**config.mk**
```make
export PLATFORM = sky130hd
export DESIGN_NAME = pwm_capture
export DESIGN_NICKNAME = d
export VERILOG_FILES = /design/src/rtl/pwm_pkg.sv /design/src/rtl/pwm_sync_edge.sv /design/src/rtl/pwm_capture.sv
export SDC_FILE = /design/constraint.sdc
export NUM_CORES = 1
export LEC_CHECK = 0
export ABC_AREA = 1
export BUFFER_PORTS_ARGS = -buffer_cell sky130_fd_sc_hd__buf_4
export CELL_PAD_IN_SITES_DETAIL_PLACEMENT = 1
export CELL_PAD_IN_SITES_GLOBAL_PLACEMENT = 2
export CORE_ASPECT_RATIO = 1.4
export CORE_MARGIN = 1.5
export CORE_UTILIZATION = 38
export DETAILED_ROUTE_END_ITERATION = 8
export PLACE_DENSITY = 0.83
export RECOVER_POWER = 50
export SLEW_MARGIN = 25
export SYNTH_ARGS = -nofsm -noshare
export SYNTH_HDL_FRONTEND = slang
export SYNTH_SLANG_ARGS = --single-unit
```
**constraint.sdc**
```tcl
create_clock -name clk -period 6.15 [get_ports clk]
set_input_delay 0.615 -clock clk [delete_from_list [all_inputs] [get_ports clk]]
set_output_delay 0.615 -clock clk [all_outputs]
set_load 0.005 [all_outputs]
```
**src/rtl/pwm_pkg.sv**
```systemverilog
// Shared definitions for the PWM capture path: FSM states, default sizing and
// the saturation / thermometer helpers also used by the generator's LED logic.
package pwm_pkg;

    typedef enum logic [1:0] {
        IDLE = 2'd0,
        HIGH = 2'd1,
        LOW  = 2'd2
    } pwm_state_e;

    localparam int unsigned PWM_WIDTH   = 6;
    localparam int unsigned PWM_TIMEOUT = 128;

    function automatic int unsigned sat_u(input int unsigned value, input int unsigned limit);
        return (value > limit) ? limit : value;
    endfunction

    // Thermometer code with `level` LSBs set.
    function automatic logic [7:0] therm8(input logic [2:0] level);
        logic [7:0] one_hot;
        one_hot = 8'd1 << level;
        return one_hot - 8'd1;
    endfunction

endpackage

```
**src/rtl/pwm_sync_edge.sv**
```systemverilog
// Multi-flop synchronizer for the asynchronous PWM pin plus rise/fall detection
// on the synchronized level.
module pwm_sync_edge #(
    parameter int unsigned SYNC_STAGES = 2
) (
    input  logic clk,
    input  logic rst,
    input  logic pwm_in,
    output logic pwm_s,
    output logic rise,
    output logic fall
);

    logic [SYNC_STAGES-1:0] r_sync;
    logic                   r_pwm_d;

    always_ff @(posedge clk or negedge rst) begin
        if (!rst) begin
            r_sync  <= '0;
            r_pwm_d <= 1'b0;
        end else begin
            r_sync  <= {r_sync[SYNC_STAGES-2:0], pwm_in};
            r_pwm_d <= r_sync[SYNC_STAGES-1];
        end
    end

    assign pwm_s = r_sync[SYNC_STAGES-1];
    assign rise  = pwm_s & ~r_pwm_d;
    assign fall  = ~pwm_s & r_pwm_d;

endmodule

```
**src/rtl/pwm_capture.sv**
```systemverilog
// PWM receiver: measures high time and period of each cycle of an asynchronous
// input, flags a stuck level after TIMEOUT idle cycles and drives an LED bar.
module pwm_capture
    import pwm_pkg::*;
#(
    parameter int unsigned WIDTH       = PWM_WIDTH,
    parameter int unsigned SYNC_STAGES = 2,
    parameter int unsigned TIMEOUT     = PWM_TIMEOUT
) (
    input  logic             clk,
    input  logic             rst,
    input  logic             pwm_in,
    output logic [WIDTH-1:0] width_out,
    output logic [WIDTH:0]   period_out,
    output logic             valid,
    output logic             stuck_hi,
    output logic             stuck_lo,
    output logic [7:0]       bar_out
);

    localparam int unsigned      CNT_W    = WIDTH + 2;
    localparam int unsigned      HCNT_W   = WIDTH + 1;
    localparam int unsigned      W_MAX    = (1 << WIDTH) - 1;
    localparam int unsigned      P_MAX    = (1 << (WIDTH + 1)) - 1;
    localparam logic [CNT_W-1:0] CNT_LAST = CNT_W'(TIMEOUT - 1);

    logic w_pwm_s;
    logic w_rise;
    logic w_fall;
    logic w_timeout;
    logic w_do_latch;
    logic w_do_timeout;

    pwm_state_e        r_state, w_state_next;
    logic [CNT_W-1:0]  r_cnt, w_cnt_next;
    logic [HCNT_W-1:0] r_hcnt, w_hcnt_next;
    logic [WIDTH-1:0]  r_width, w_width_next;
    logic [WIDTH:0]    r_period, w_period_next;
    logic              r_valid, w_valid_next;
    logic              r_stuck_hi, w_stuck_hi_next;
    logic              r_stuck_lo, w_stuck_lo_next;
    logic [7:0]        r_bar, w_bar_next;

    pwm_sync_edge #(
        .SYNC_STAGES(SYNC_STAGES)
    ) u_sync_edge (
        .clk   (clk),
        .rst   (rst),
        .pwm_in(pwm_in),
        .pwm_s (w_pwm_s),
        .rise  (w_rise),
        .fall  (w_fall)
    );

    // Any detected edge suppresses the timeout; >= keeps the count bounded if a
    // fall lands exactly on the last count.
    assign w_timeout = (r_cnt >= CNT_LAST) && !(w_rise || w_fall);

    always_comb begin
        w_state_next = r_state;
        w_cnt_next   = r_cnt + 1'b1;
        w_hcnt_next  = r_hcnt;
        w_do_latch   = 1'b0;
        w_do_timeout = 1'b0;
        unique case (r_state)
            IDLE: begin
                if (w_rise) begin
                    w_state_next = HIGH;
                    w_cnt_next   = CNT_W'(1);
                    w_hcnt_next  = HCNT_W'(1);
                end else if (w_timeout) begin
                    w_do_timeout = 1'b1;
                end
            end
            HIGH: begin
                if (w_fall) begin
                    w_state_next = LOW;
                end else if (w_timeout) begin
                    w_do_timeout = 1'b1;
                end else begin
                    w_hcnt_next = r_hcnt + 1'b1;
                end
            end
            LOW: begin
                if (w_rise) begin
                    w_do_latch   = 1'b1;
                    w_state_next = HIGH;
                    w_cnt_next   = CNT_W'(1);
                    w_hcnt_next  = HCNT_W'(1);
                end else if (w_timeout) begin
                    w_do_timeout = 1'b1;
                end
            end
            default: begin
                w_state_next = IDLE;
            end
        endcase
        if (w_do_timeout) begin
            w_state_next = IDLE;
            w_cnt_next   = '0;
            w_hcnt_next  = '0;
        end
    end

    // A timeout in HIGH always sees pwm_s high and in LOW always low, so the
    // synchronized level alone selects the stuck flavour in every state.
    always_comb begin
        w_width_next    = r_width;
        w_period_next   = r_period;
        w_stuck_hi_next = r_stuck_hi;
        w_stuck_lo_next = r_stuck_lo;
        w_valid_next    = w_do_latch | w_do_timeout;
        if (w_do_latch) begin
            w_width_next    = WIDTH'(sat_u(32'(r_hcnt), W_MAX));
            w_period_next   = (WIDTH + 1)'(sat_u(32'(r_cnt), P_MAX));
            w_stuck_hi_next = 1'b0;
            w_stuck_lo_next = 1'b0;
        end else if (w_do_timeout) begin
            w_width_next    = w_pwm_s ? WIDTH'(W_MAX) : '0;
            w_period_next   = '0;
            w_stuck_hi_next = w_pwm_s;
            w_stuck_lo_next = ~w_pwm_s;
        end
        w_bar_next = w_stuck_hi_next ? 8'hFF : therm8(3'(w_width_next >> (WIDTH - 3)));
    end

    always_ff @(posedge clk or negedge rst) begin
        if (!rst) begin
            r_state    <= IDLE;
            r_cnt      <= '0;
            r_hcnt     <= '0;
            r_width    <= '0;
            r_period   <= '0;
            r_valid    <= 1'b0;
            r_stuck_hi <= 1'b0;
            r_stuck_lo <= 1'b0;
            r_bar      <= '0;
        end else begin
            r_state    <= w_state_next;
            r_cnt      <= w_cnt_next;
            r_hcnt     <= w_hcnt_next;
            r_width    <= w_width_next;
            r_period   <= w_period_next;
            r_valid    <= w_valid_next;
            r_stuck_hi <= w_stuck_hi_next;
            r_stuck_lo <= w_stuck_lo_next;
            r_bar      <= w_bar_next;
        end
    end

    assign width_out  = r_width;
    assign period_out = r_period;
    assign valid      = r_valid;
    assign stuck_hi   = r_stuck_hi;
    assign stuck_lo   = r_stuck_lo;
    assign bar_out    = r_bar;

endmodule

```
# After elaboration in Yosys (flattened, before gate mapping)
# Cells that the tools add are included.
dict set report totals {
  register_bits 44
  in_bits 3
  output_inout_bits 24
  elab_cells 69
}
dict set report op_classes {
  n_addsub 3
  order_cmp 3
  eq_ne 6
  n_shift 1
  mux 30
  n_bitwise 5
  n_reduce_logical 9
}
# cell n
set op_table {}
lappend op_table {{$mux 7} 7}
lappend op_table {{$mux 8} 4}
lappend op_table {{$mux 6} 4}
lappend op_table {{$pmux 7 s2} 1}
lappend op_table {{$mux 1} 9}
lappend op_table {{$ne 3x3->1 const B} 3}
lappend op_table {{$add 8x1->8 const B} 1}
lappend op_table {{$ge 8x7->1 const B} 1}
lappend op_table {{$gt 8x7->1 const B} 1}
lappend op_table {{$shl 1x3->8 const A} 1}
lappend op_table {{$sub 8x1->8 const B} 1}
lappend op_table {{$add 7x1->7 const B} 1}
lappend op_table {{$gt 7x6->1 const B} 1}
lappend op_table {{$mux 2} 3}
lappend op_table {{$pmux 2 s2} 1}
lappend op_table {{$reduce_and 4->1} 1}
lappend op_table {{$ne 3x1->1 const B} 1}
lappend op_table {{$reduce_bool 3->1} 1}
lappend op_table {{$and 1x1->1} 2}
lappend op_table {{$eq 2x1->1 const B} 1}
lappend op_table {{$eq 2x2->1 const B} 1}
lappend op_table {{$logic_not 2->1} 1}
lappend op_table {{$not 1->1} 2}
lappend op_table {{$pmux 1 s2} 1}
lappend op_table {{other kinds (7)} 7}

# Longest topological paths before layout
dict set report logic_depth {
  depth_word 13
  ltp_mapped 16
  ltp_nobuf 16
}

# Hierarchy
# From an unflattened synthesis, not the netlist that was laid out.
dict set report unflattened {
  cells_unflattened 223
  area_unflattened_um2 2057.0
}
# mod instances cells_each area_per_inst_um2
set by_module_without_submodules {}
lappend by_module_without_submodules {pwm_capture 1 216 1966.9}
lappend by_module_without_submodules {pwm_sync_edge 1 7 90.1}

# Worst setup path after synthesis
# Ideal clock, no wire load.
dict set report synth_path {
  path_type {flip-flop to flip-flop}
  start {register u_sync_edge.r_sync[1]}
  end {register r_bar[4] (netlist: bar_out[4])}
  setup_ns 0.124
  arrival_time_ns 2.001
  setup_slack_ns 4.025
  path_stages_with_launch 16
  path_buffers 0
  cell_sequence {dfrtp_1 -> inv_1 -> ha_1 -> nor2_2 -> nor2_4 -> nor2_4 -> nand3_4 -> nand3_2 -> inv_1 -> nor2_4 -> nand3_1 -> ha_1 -> inv_1 -> a21oi_2 -> nand2_1 -> nand3_1}
}
dict set report synth_via {
  elab_chain_len 13
  word_cells_on_any_way 20
  classes_between {add/sub (1); shift (1); mux (12); bitwise (3); reduce/logical (3)}
}
# element line_no
set synth_rtl {}
lappend synth_rtl {{from (decl)} pwm_sync_edge.sv:14} ;# logic [SYNC_STAGES-1:0] r_sync;
lappend synth_rtl {{from (signal assigned)} pwm_sync_edge.sv:22} ;# r_sync <= {r_sync[SYNC_STAGES-2:0], pwm_in};
lappend synth_rtl {{$not 1->1} pwm_sync_edge.sv:29} ;# assign fall = ~pwm_s & r_pwm_d;
lappend synth_rtl {{$and 1x1->1} pwm_sync_edge.sv:29}
lappend synth_rtl {{$logic_or 1x1->1} pwm_capture.sv:57} ;# assign w_timeout = (r_cnt >= CNT_LAST) && !(w_rise || w_fall);
lappend synth_rtl {{$logic_not 1->1} pwm_capture.sv:57}
lappend synth_rtl {{$logic_and 1x1->1} pwm_capture.sv:57}
lappend synth_rtl {{$mux 1} {pwm_capture.sv:71, pwm_capture.sv:78, pwm_capture.sv:90}}
lappend synth_rtl {{$mux 1, on equally long branches} {pwm_capture.sv:85, pwm_capture.sv:76}}
lappend synth_rtl {{$pmux 1 s2} pwm_capture.sv:65} ;# unique case (r_state)
lappend synth_rtl {{$mux 6} pwm_capture.sv:118} ;# end else if (w_do_timeout) begin
lappend synth_rtl {{$mux 6} pwm_capture.sv:113} ;# if (w_do_latch) begin
lappend synth_rtl {{$shl 1x3->8} pwm_pkg.sv:21} ;# one_hot = 8'd1 << level;
lappend synth_rtl {{$sub 8x1->8} pwm_pkg.sv:22} ;# return one_hot - 8'd1;
lappend synth_rtl {{$mux 8 (*)} pwm_capture.sv:124} ;# w_bar_next = w_stuck_hi_next ? 8'hFF : therm8(3'(w_width_next >> (WIDTH - 3)));
lappend synth_rtl {{via w_bar_next[4]} pwm_capture.sv:42} ;# logic [7:0] r_bar, w_bar_next;
lappend synth_rtl {{to (signal assigned)} pwm_capture.sv:147} ;# r_bar <= w_bar_next;
lappend synth_rtl {{to (decl)} pwm_capture.sv:42}
# The timed path passes the listed nets; every way through them passes the cells marked *. The select of a mux whose other input is x is not followed.
# A chain may end at the register's enable or synchronous reset.

# Worst setup path after layout
dict set report layout_path {
  start {register u_sync_edge.r_sync[1]}
  end {register r_bar[2] (netlist: bar_out[2])}
}
# The elaborated chain is that of the path after synthesis.

==> metrics.yaml <==
worstPathArrival_ns: 2.89
synth_nets: 236
grt_max_degree: 45
grt.total_usage_pct: 18.38
drt_iter0_markers: 71
antenna_found_initial: 0
maxCapViolations: 1
power_switching_mw: 0.3107
dr.pass1.iters: 4
wl_per_cell_um: 14.81
seqPwrFrac_pct: 45.8
yosys.area.top_type_share_pct: 51.98
clockPowerShare_pct: 25.2
clk_pin_slew_ns: 0.09
cts-htree-levels: 2
critPathBufInv: 5
fp.dieW_um: 66.10
report.power.total_mw: 0.9006
post-route-util_pct: 45.93
core_area_mm2: 0.005445
synth_xor_area_share_pct: 0
grt_util_met3_pct: 3.594
tightestPinTransition_ns: 2.352
synth_ff_type: "dfrtp_1"
io_pins: 27
drc: 0
fin_tns_setup_ns: 0
synth-edff-count: 0
ant_nets: 0
synth_simple_gate_area_share_pct: 28.41
endpoint_kind: "flip-flop"
synth.cell_area_mm2: 0.002118
hold_viol_final: 0
synthMuxAreaShare_pct: 0
path_common_cell: "inv_1"
skew_ns: 0.006065
switching_share_pct: 34.50
drv_slew: 45
post_cts_resized: 0
final_min_period_over_clock_period_pct: 43.20
fin_crit_ns: 2.657
synth_cells: 228
globalRouteOverflowTotal: 0
outcome: "finished, violations left"
clock-root-buffer: "clkbuf_8"
syn_avg_cell_area_um2: 9.291
wl_um: 4858
worstPathCellList: "ha_1 > inv_1 > nor2_4 > inv_2 > nor2_2 > inv_1 > nand2_4 > inv_4 > a21oi_4 > nand3_1 > ha_1 > inv_1 > nand4_1 > nand3_1"
required_ns: 6.38
critical_path_class: "reg2reg"
synth-async-reset-ratio_pct: 100.0
fmax_mhz: 376.4
setup_viol: 0
p_comb_share_pct: 29.0
synth_warnings: 0
n_fill_cell: 655
insertion_delay_ns: 0.30
cpPeakStageDelay_ns: 0.46
start_util_pct: 38.90
grt_use_met2_pct: 32.00
fp.dieH_um: 91.34
top_usage_layer: "met2"
postSynthRegisterBits: 44
synth_top_family_by_area: "simple AND/OR/NAND/NOR gates"
io_buffers: 26
rsz0062_at_grt: "false"
grt_pass1_vias: 1755
pre_cts_ws_ns: 3.521
failed_checks: "max-capacitance violations, max-slew violations"
use_met1_pct: 22.20
critPathTopFamily: "simple AND/OR/NAND/NOR gates"
cts_setup_buffers: 0
clkSinkCount: 44
syn_to_final_growth_pct: 18.07
gp_congestion: 0.7762
viasPerCell: 4.930
synthAdderAreaFrac_pct: 2.953
nNetsFinal: 267
cts_buffer_depth: 2
die-area_mm2: 0.006038
drive_gt1_share_pct: 26.54
yosysTopAreaCell: "dfrtp_1"
cp_max_fo: 15
synth-compound-area-share_pct: 10.10
antenna_cells: 0
start_kind: "flip-flop"
cts_buffers: 5
hp-class: "reg2reg"
irDropWorstVdd_uv: 153.3
slowest_stage: "dfrtp_1"
via_count: 1617
leakage_nw: 1.320
rows: 32
ys_seq_area_share_pct: 51.98
synth_top_cells_by_area: "dfrtp_1 (52%), nand2_1 (9.4%), inv_1 (5.0%)"
final_cell_mix: "nand2_1 (53), dfrtp_1 (44), inv_1 (28), o21ai_0 (19), nand3_1 (18)"
grt_pass1_wl_um: 8542
slew_headroom_pct: -56.79
power.density_mw_per_mm2: 360.1
final_common_cell: "nand2_1"
yosys.cell_types.count: 33
cts_tree: "yes"
p_int_mw: 0.5899
cts_hold_buf: 0
dp_hpwl_um: 3675
setup_ws_ns: 3.493
## stage by stage
| stage | instance area, um^2 | std cells | hold slack [ns] |
|---|---|---|---|
| 2_1_floorplan | 2118 | 228 | 0.3194 |
| 3_3_place_gp | 2390 | 320 | 0.3355 |
| 3_5_place_dp | 2390 | 320 | 0.3471 |
| 4_1_cts | 2505 | 328 | 0.3243 |
| 5_1_grt | 2501 | 328 | 0.3967 |
| 6_report | 2501 | 328 | 0.3626 |
## power groups by stage
stage	Combinational, mW	Sequential (mW)	Clock [mW]
global route	0.306	0.423	0.247
floorplan	0.168	0.406	0
CTS	0.268	0.414	0.235
global placement	0.262	0.419	0
finish	0.261	0.412	0.227
detailed placement	0.267	0.420	0
## synthesized netlist by cell type, drive strengths merged (2+ instances only)
master and n:
ha 5, o21ai 22, inv 34, a21oi 8, o31ai 2, nor2 12, nand4 4, nand2 60
nor3 4, dfrtp 44, nand3 23, nor3b 2, or2 2
## layer usage
layer / share of wire [%] / wire length [um]
met1: 44 / 2115
met2: 52 / 2538
met3: 2.5 / 120
met4: 1.7 / 85
met5: 0 / 0
## logic make-up after synthesis
group                      after synthesis
AOI/OAI and AO/OA                       35
adders and majority gates                5
and+or+nand+nor                        108
buffers and inverters                   36
DFF                                     44
## final timing paths
check,cells past startpoint,end,slack [ns],from
worst max-delay path,14,bar_out[2]$_DFF_PN0_,3.49,u_sync_edge.r_sync[1]$_DFF_PN0_
worst min-delay path,0,u_sync_edge.r_sync[1]$_DFF_PN0_,0.36,u_sync_edge.r_sync[0]$_DFF_PN0_
worst max register to register,14,bar_out[2]$_DFF_PN0_,3.49,u_sync_edge.r_sync[1]$_DFF_PN0_
worst min register to register,0,u_sync_edge.r_sync[1]$_DFF_PN0_,0.36,u_sync_edge.r_sync[0]$_DFF_PN0_
max in group asynchronous,1,bar_out[4]$_DFF_PN0_,3.80,rst
min in group asynchronous,1,r_cnt[4]$_DFF_PN0_,1.02,rst
## registers in the layout (all words and copies together), names as in the netlist
register	flops
r_cnt	8
valid	1
r_hcnt	7
r_state	2
width_out	6
period_out	7
u_sync_edge.r_sync	2
bar_out	8
stuck_lo	1
stuck_hi	1
u_sync_edge.r_pwm_d	1
## final cells by class
class | instances | area [um^2] | area share [%]
inverter | 34 | 130.1 | 5.203
multi-input combinational | 148 | 878.3 | 35.12
timing repair buffer | 26 | 191.4 | 7.654
clock inverter | 3 | 46.29 | 1.851
clock buffer | 5 | 68.82 | 2.751
tap | 68 | 85.08 | 3.402
sequential | 44 | 1101 | 44.02
Note: power is estimated with default switching activity, not from simulation.
